`src/rtl/alu_exec_if.sv`:
```
// Handshake bundle between decode, the execute ALU and its consumer.
// Overflow wire exists only when ALU_OVF_EN is defined.
interface alu_exec_if #(
    parameter int WIDTH = 16
);
    logic             in_valid;
    logic             in_ready;
    logic [2:0]       op;
    logic [WIDTH-1:0] a;
    logic [WIDTH-1:0] b;
    logic             out_valid;
    logic             out_ready;
    logic [WIDTH-1:0] result;
    logic             zero;
`ifdef ALU_OVF_EN
    logic             overflow;

    modport master (
        output in_valid, op, a, b, out_ready,
        input  in_ready, out_valid, result, zero, overflow
    );
    modport slave (
        input  in_valid, op, a, b, out_ready,
        output in_ready, out_valid, result, zero, overflow
    );
`else
    modport master (
        output in_valid, op, a, b, out_ready,
        input  in_ready, out_valid, result, zero
    );
    modport slave (
        input  in_valid, op, a, b, out_ready,
        output in_ready, out_valid, result, zero
    );
`endif
endinterface

```
`src/rtl/alu_exec_unit.sv`:
```
// Registered execute-stage ALU with a main + skid output buffer.
// Optional signed-overflow flag is built when ALU_OVF_EN is defined.
module alu_exec_unit #(
    parameter int WIDTH = 16
) (
    input  logic        clk,
    input  logic        rst,
    alu_exec_if.slave   bus
);
    typedef enum logic [1:0] {
        ST_EMPTY = 2'd0,
        ST_ONE   = 2'd1,
        ST_TWO   = 2'd2
    } state_t;

    state_t           state_q, state_d;
    logic [WIDTH-1:0] main_res_q, main_res_d;
    logic             main_zero_q, main_zero_d;
    logic [WIDTH-1:0] skid_res_q, skid_res_d;
    logic             skid_zero_q, skid_zero_d;
    logic [WIDTH-1:0] alu_res;
    logic             alu_zero;
    logic             accept;

    always_comb begin
        alu_res = '0;
        case (bus.op)
            3'b000:  alu_res = bus.a + bus.b;
            3'b001:  alu_res = bus.a - bus.b;
            3'b010:  alu_res = bus.a & bus.b;
            3'b011:  alu_res = bus.a | bus.b;
            3'b100:  alu_res = bus.a ^ bus.b;
            3'b101:  alu_res = ~(bus.a | bus.b);
            3'b110:  alu_res = {{(WIDTH-1){1'b0}}, ($signed(bus.a) < $signed(bus.b))};
            default: alu_res = {{(WIDTH-1){1'b0}}, (bus.a < bus.b)};
        endcase
    end

    assign alu_zero = (alu_res == '0);
    // in_ready depends only on the registered state, never on out_ready.
    assign accept   = bus.in_valid && (state_q != ST_TWO);

`ifdef ALU_OVF_EN
    logic main_ovf_q, main_ovf_d;
    logic skid_ovf_q, skid_ovf_d;
    logic alu_ovf;

    always_comb begin
        alu_ovf = 1'b0;
        if (bus.op == 3'b000)
            alu_ovf = (bus.a[WIDTH-1] == bus.b[WIDTH-1]) && (alu_res[WIDTH-1] != bus.a[WIDTH-1]);
        else if (bus.op == 3'b001)
            alu_ovf = (bus.a[WIDTH-1] != bus.b[WIDTH-1]) && (alu_res[WIDTH-1] != bus.a[WIDTH-1]);
    end
`endif

    always_comb begin
        state_d     = state_q;
        main_res_d  = main_res_q;
        main_zero_d = main_zero_q;
        skid_res_d  = skid_res_q;
        skid_zero_d = skid_zero_q;
`ifdef ALU_OVF_EN
        main_ovf_d  = main_ovf_q;
        skid_ovf_d  = skid_ovf_q;
`endif
        case (state_q)
            ST_EMPTY: begin
                if (accept) begin
                    state_d     = ST_ONE;
                    main_res_d  = alu_res;
                    main_zero_d = alu_zero;
`ifdef ALU_OVF_EN
                    main_ovf_d  = alu_ovf;
`endif
                end
            end
            ST_ONE: begin
                if (accept && bus.out_ready) begin
                    main_res_d  = alu_res;
                    main_zero_d = alu_zero;
`ifdef ALU_OVF_EN
                    main_ovf_d  = alu_ovf;
`endif
                end else if (accept) begin
                    state_d     = ST_TWO;
                    skid_res_d  = alu_res;
                    skid_zero_d = alu_zero;
`ifdef ALU_OVF_EN
                    skid_ovf_d  = alu_ovf;
`endif
                end else if (bus.out_ready) begin
                    state_d = ST_EMPTY;
                end
            end
            ST_TWO: begin
                if (bus.out_ready) begin
                    state_d     = ST_ONE;
                    main_res_d  = skid_res_q;
                    main_zero_d = skid_zero_q;
`ifdef ALU_OVF_EN
                    main_ovf_d  = skid_ovf_q;
`endif
                end
            end
            default: state_d = ST_EMPTY;
        endcase
    end

    always_ff @(posedge clk or posedge rst) begin
        if (rst) begin
            state_q     <= ST_EMPTY;
            main_res_q  <= '0;
            main_zero_q <= 1'b0;
            skid_res_q  <= '0;
            skid_zero_q <= 1'b0;
`ifdef ALU_OVF_EN
            main_ovf_q  <= 1'b0;
            skid_ovf_q  <= 1'b0;
`endif
        end else begin
            state_q     <= state_d;
            main_res_q  <= main_res_d;
            main_zero_q <= main_zero_d;
            skid_res_q  <= skid_res_d;
            skid_zero_q <= skid_zero_d;
`ifdef ALU_OVF_EN
            main_ovf_q  <= main_ovf_d;
            skid_ovf_q  <= skid_ovf_d;
`endif
        end
    end

    assign bus.in_ready  = (state_q != ST_TWO);
    assign bus.out_valid = (state_q != ST_EMPTY);
    assign bus.result    = main_res_q;
    assign bus.zero      = main_zero_q;
`ifdef ALU_OVF_EN
    assign bus.overflow  = main_ovf_q;
`endif
endmodule

```
`src/flat_wrapper.sv`:
```
// flat-port wrapper written by rule: the top's interface ports become plain ports
module alu_exec_unit_flat 
#(
    parameter int WIDTH = 16
)
  (clk, rst, bus_in_valid, bus_op, bus_a, bus_b, bus_out_ready, bus_in_ready, bus_out_valid, bus_result, bus_zero);
  alu_exec_if #(.WIDTH(WIDTH)) bus_i ();
  input  logic clk;
  input  logic rst;
  input wire logic [$bits(bus_i.in_valid)-1:0] bus_in_valid;
  input wire logic [$bits(bus_i.op)-1:0] bus_op;
  input wire logic [$bits(bus_i.a)-1:0] bus_a;
  input wire logic [$bits(bus_i.b)-1:0] bus_b;
  input wire logic [$bits(bus_i.out_ready)-1:0] bus_out_ready;
  output wire logic [$bits(bus_i.in_ready)-1:0] bus_in_ready;
  output wire logic [$bits(bus_i.out_valid)-1:0] bus_out_valid;
  output wire logic [$bits(bus_i.result)-1:0] bus_result;
  output wire logic [$bits(bus_i.zero)-1:0] bus_zero;
  assign bus_i.in_valid = bus_in_valid;
  assign bus_i.op = bus_op;
  assign bus_i.a = bus_a;
  assign bus_i.b = bus_b;
  assign bus_i.out_ready = bus_out_ready;
  assign bus_in_ready = bus_i.in_ready;
  assign bus_out_valid = bus_i.out_valid;
  assign bus_result = bus_i.result;
  assign bus_zero = bus_i.zero;
  alu_exec_unit #(.WIDTH(WIDTH)) u_core (.clk(clk), .rst(rst), .bus(bus_i));
endmodule
```
`config.mk`:
```
export PLATFORM = sky130hd
export DESIGN_NAME = alu_exec_unit_flat
export DESIGN_NICKNAME = d
export VERILOG_FILES = /design/src/rtl/alu_exec_if.sv /design/src/rtl/alu_exec_unit.sv /design/src/flat_wrapper.sv
export SDC_FILE = /design/constraint.sdc
export NUM_CORES = 1
export LEC_CHECK = 0
export BUFFER_PORTS_ARGS = -buffer_cell sky130_fd_sc_hd__buf_4
export CELL_PAD_IN_SITES_DETAIL_PLACEMENT = 1
export CELL_PAD_IN_SITES_GLOBAL_PLACEMENT = 1
export CORE_MARGIN = 4
export CORE_UTILIZATION = 39
export DETAILED_ROUTE_END_ITERATION = 10
export GPL_ROUTABILITY_DRIVEN = 0
export HOLD_SLACK_MARGIN = 0.05
export MAX_ROUTING_LAYER = met4
export PLACE_DENSITY_LB_ADDON = 0.1
export SLEW_MARGIN = 15
export SYNTH_ARGS = -nofsm -noshare
export SYNTH_HDL_FRONTEND = slang
export SYNTH_SLANG_ARGS = --single-unit
```
`constraint.sdc`:
```
create_clock -name clk -period 1.6 [get_ports clk]
set_clock_uncertainty 0.1 [all_clocks]
set_input_delay 0.08 -clock clk [delete_from_list [all_inputs] [get_ports clk]]
set_output_delay 0.08 -clock clk [all_outputs]
set_load 0.005 [all_outputs]
```
==> flow_summary.yaml, run 1 <==
floorplan:
  rows: 39
  chipWidth_um: 116
  start_util_pct: 39.8
  die_y_um: 116
  ios: 58
status:
  status: "stopped before the end"
  firstError: "[ERROR DPL-0033] detailed placement checks failed during check placement."
  haltStage: "global routing"
place:
  place_area_sq_um: 6800
  place_hpwl_mm: 15.8
  port_buffers: 57
clock_network:
  cts-root-buf: "clkbuf_16"
  cts_max_level: 2
  clockBufferDepth: 2
  cts_buffers: 5
  cts_sinks: 36
synthesis:
  synth-seq-cells: 36
  synth_top_area_cell: "dfrtp_1"
  syn_nets: 698
  synth_cell_types: 71
  synth_flop_cell: "dfrtp_1"
  async_flop_share_pct: 100
  avgSynthCellArea_sq_um: 7.45
  synth_most_common_cell: "nand2_1"
  yosys-top-cells-area: "dfrtp_1 (20%), ha_1 (14%), nand2_1 (5.6%)"
  yosysWarnings: 0
  netlist_instances: 608
  seq_area_frac_synth_pct: 19.9
  syn_area_sq_um: 4530
  synth-edff-count: 0
  netlist_top_cells_count: "nand2_1 (67), inv_1 (51), a21oi_1 (50)"
  synth_top_area_share_pct: 19.9
sta:
  worstEndpointType: "sequential cell input"
  crit_endpoint: "u_core.bus.zero$_DFFE_PP0P_/D"
grt:
  antenna_found_initial: 0
  grt_max_degree: 37
[logic make-up after synthesis]
family | Yosys count | share of synthesized area, %
buffers and inverters | 83 | 7.65
and+or+nand+nor | 212 | 23.2
muxes | 12 | 2.76
DFF | 36 | 19.9
AOI/OAI and AO/OA | 211 | 31.5
xor gates and xnor gates | 3 | 0.580
adders and majority gates | 51 | 14.4
[what timing repair did]
| item | 4_1_cts |
|---|---|
| hold endpoints to repair | 37 |
| pin swaps | 85 |
| resized for setup | 137 |
| setup buffers | 33 |
| hold buffers | 2 |
| setup endpoints to repair | 34 |
[stage by stage]
stage | std cells | hold slack [ns] | setup WS (ns)
after CTS | 989 | 0.0681 | -1.10
after detailed placement | 960 | 0.124 | -1.50
after floorplan | 608 | 0.0918 | -0.893
after global placement | 960 | 0.111 | -1.24
==> run 2, diff against run 1 <==
Settings changed: CELL_PAD_IN_SITES_DETAIL_PLACEMENT 1 to not set, CELL_PAD_IN_SITES_GLOBAL_PLACEMENT 1 to not set, CORE_UTILIZATION 39 to 40, HOLD_SLACK_MARGIN 0.05 to not set, MAX_ROUTING_LAYER met4 to not set, PLACE_DENSITY_LB_ADDON 0.1 to 0.15.
Clock period 1.6 ns to 2.1 ns, I/O delays scaled along.
==> flow_summary.yaml, run 2 <==
grt:
  grt.overflow.total: 0
  grt_pass1_wl_mm: 25.6
  track_usage_pct: 23.6
  grt_pass1_vias: 5420
  antenna_found_initial: 0
  grt_max_degree: 37
floorplan:
  rows: 38
  ios: 58
  start_util_pct: 41.2
  chipWidth_um: 114
  dieArea_sq_um: 13100
  die_y_um: 114
  core_area_sq_um: 11000
synthesis:
  netlist_instances: 608
  synth-seq-cells: 36
  syn_nets: 698
  yosysWarnings: 0
  async_flop_share_pct: 100
  synth_top_area_cell: "dfrtp_1"
  seq_area_frac_synth_pct: 19.9
  synth_flop_cell: "dfrtp_1"
  synth-edff-count: 0
  syn_area_sq_um: 4530
  synth_top_area_share_pct: 19.9
  netlist_top_cells_count: "nand2_1 (67), inv_1 (51), a21oi_1 (50)"
  synth_most_common_cell: "nand2_1"
  avgSynthCellArea_sq_um: 7.45
  synth_cell_types: 71
  yosys-top-cells-area: "dfrtp_1 (20%), ha_1 (14%), nand2_1 (5.6%)"
power_and_ir_drop:
  ir_worst_vdd_v: 0.000765
  p_sw_uw: 1500
  clkPwrFrac_pct: 19.8
  seq_power_share_pct: 26.3
  powerDensity_nw_per_um2: 550
  combPwrFrac_pct: 53.9
  finalPower_uw: 4160
  intPower_uw: 2660
  p_leak_uw: 0.00354
  netSwitchingFraction_pct: 36.0
critical_path:
  startpoint_type: "primary input"
  cpPeakStageDelay_ns: 0.38
  required_ns: 2.22
  cp-end-kind: "register"
  critPathSlowestCell: "fa_2"
  cp_num_buf_inv: 2
  path_class: "primary input to register"
  arrival_ns: 2.70
  cp_cell_sequence: "buf_12 -> ha_4 -> fa_2 -> a211oi_4 -> o211ai_1 -> buf_4 -> and2_4 -> a211o_1 -> nor3_2 -> nand4_1 -> nor4_2 -> and4_1 -> o22a_1"
  r2r_setup_slack_ns: 0.41
  worst_path_dominant_cell_family: "simple AND/OR/NAND/NOR gates"
  path_max_fanout: 3
status:
  status: "finished, violations left"
  violations: "negative setup slack"
drt:
  route.detailed.drc: 0
  via_count: 5608
  wirelength_mm: 16.1
  vias_per_cell: 5.67
  drt_first_pass_iters: 5
  drt_iter0_markers: 626
  ant_nets: 0
  wl_per_cell_um: 16.3
clock_network:
  cts_tree: "done"
  clk_latency_ns: 0.27
  cts_max_level: 2
  cts_sinks: 36
  clockBufferDepth: 2
  clkTransAtPathRegs_ns: 0.05
  cts_buffers: 5
  cts-root-buf: "clkbuf_16"
layout:
  drive_above_1_share_pct: 46.1
  mostFrequentLayoutCell: "buf_4"
  layout_common_cells: "buf_4 (247), nand2_1 (64), a21oi_1 (41)"
  final_core_util_pct: 68.8
  diodes: 0
  area_growth_pct: 66.9
  num-nets-final: 938
sta:
  max_freq_mhz: 388
  setup_slack_ns: -0.479
  fin_crit_sh_pct: 123
  max_slew_margin_pct: 58.4
  worst_pin_slew_ns: 0.619
  drv_slew: 0
  finalHoldViolations: 0
  finalSetupViolations: 16
  rsz0062_at_grt: "yes"
  fin_crit_ns: 2.58
min_path:
  min_path_type: "primary input to register"
place:
  place_hpwl_mm: 12.2
  port_buffers: 57
run:
  maxCapViolations: 0
-- run 2: cell counts after synthesis --
Identical to the previous run, type by type.
-- run 2: layout make-up --
class	instances	area, sq um
flip-flops and latches	36	901
clock inverters	2	35.0
clock buffers	6	129
fillers	843	3420
multi-input cells	489	4020
inverters	51	213
repair buffers	265	2080
well taps	140	175
-- run 2: what timing repair did --
item / 4_1_cts / 5_1_grt
hold buffers: 2 / 0
pin swaps: 32 / 34
setup buffers: 15 / 10
hold endpoints to repair: 37 / 0
resized for setup: 91 / 42
endpoints found under the setup margin: 23 / 24
-- run 2: final timing paths --
kind | cells past startpoint | endpoint | from
setup / recovery | 13 | u_core.bus.zero | bus_a[0]
setup reg to reg | 5 | u_core.bus.result[1] | u_core.state_q[1]
hold reg to reg | 2 | u_core.skid_res_q[12] | u_core.skid_res_q[12]
min in group asynchronous | 4 | u_core.state_q[1] | rst
max in group asynchronous | 4 | u_core.skid_res_q[5] | rst
hold / removal | 3 | u_core.state_q[0] | bus_in_valid
-- run 2: routing by layer --
| metal | track usage [%] | share of wire, % | wire, um |
|---|---|---|---|
| met5 | 0 | 0 | 0 |
| met1 | 30.7 | 42 | 6750 |
| met4 | 8.39 | 3.8 | 610 |
| met2 | 39.4 | 47 | 7580 |
| met3 | 3.54 | 7.3 | 1190 |
-- run 2: logic make-up (layout without fill, tap and decap cells) --
kind of cell | count (synthesis) | after routing | synth area share [%]
xor+xnor | 3 | 3 | 0.580
fa+ha+maj | 51 | 51 | 14.4
mux | 12 | 12 | 2.76
buf+inv | 83 | 324 | 7.65
simple gates | 212 | 212 | 23.2
compound gates | 211 | 211 | 31.5
flops | 36 | 36 | 19.9
-- run 2: per-stage QoR --
| step | worst slack [ns] | area [sq um] | std cells | TNS [ns] | hold WS, ns |
|---|---|---|---|---|---|
| 2_1_floorplan | -0.425 | 4780 | 608 | -1.32 | 0.117 |
| 3_3_place_gp | -0.787 | 6590 | 957 | -11.11 | 0.131 |
| 4_1_cts | -0.429 | 7310 | 980 | -2.07 | 0.0801 |
| 6_report | -0.479 | 7560 | 989 | -3.16 | 0.0829 |
| 5_1_grt | -0.639 | 7560 | 989 | -5.24 | 0.103 |
| 3_5_place_dp | -0.878 | 6590 | 957 | -12.82 | 0.147 |
-- run 2: power groups by stage --
stage / clock network [uW] / registers (uW) / logic, uW
floorplan: 0 / 1090 / 1000
global route: 867 / 1130 / 2440
finish: 823 / 1090 / 2240
global placement: 0 / 1080 / 1870
detailed placement: 0 / 1100 / 1910
CTS: 838 / 1090 / 2100
-- run 2: worst reg2reg max path, cell delays in order, from the launching register on --
cell	delay, ns
dfrtp_1	0.44
nor2b_1	0.18
inv_1	0.18
buf_4	0.31
mux2i_1	0.27
a21oi_1	0.09
(Power assumes the default switching activity.)
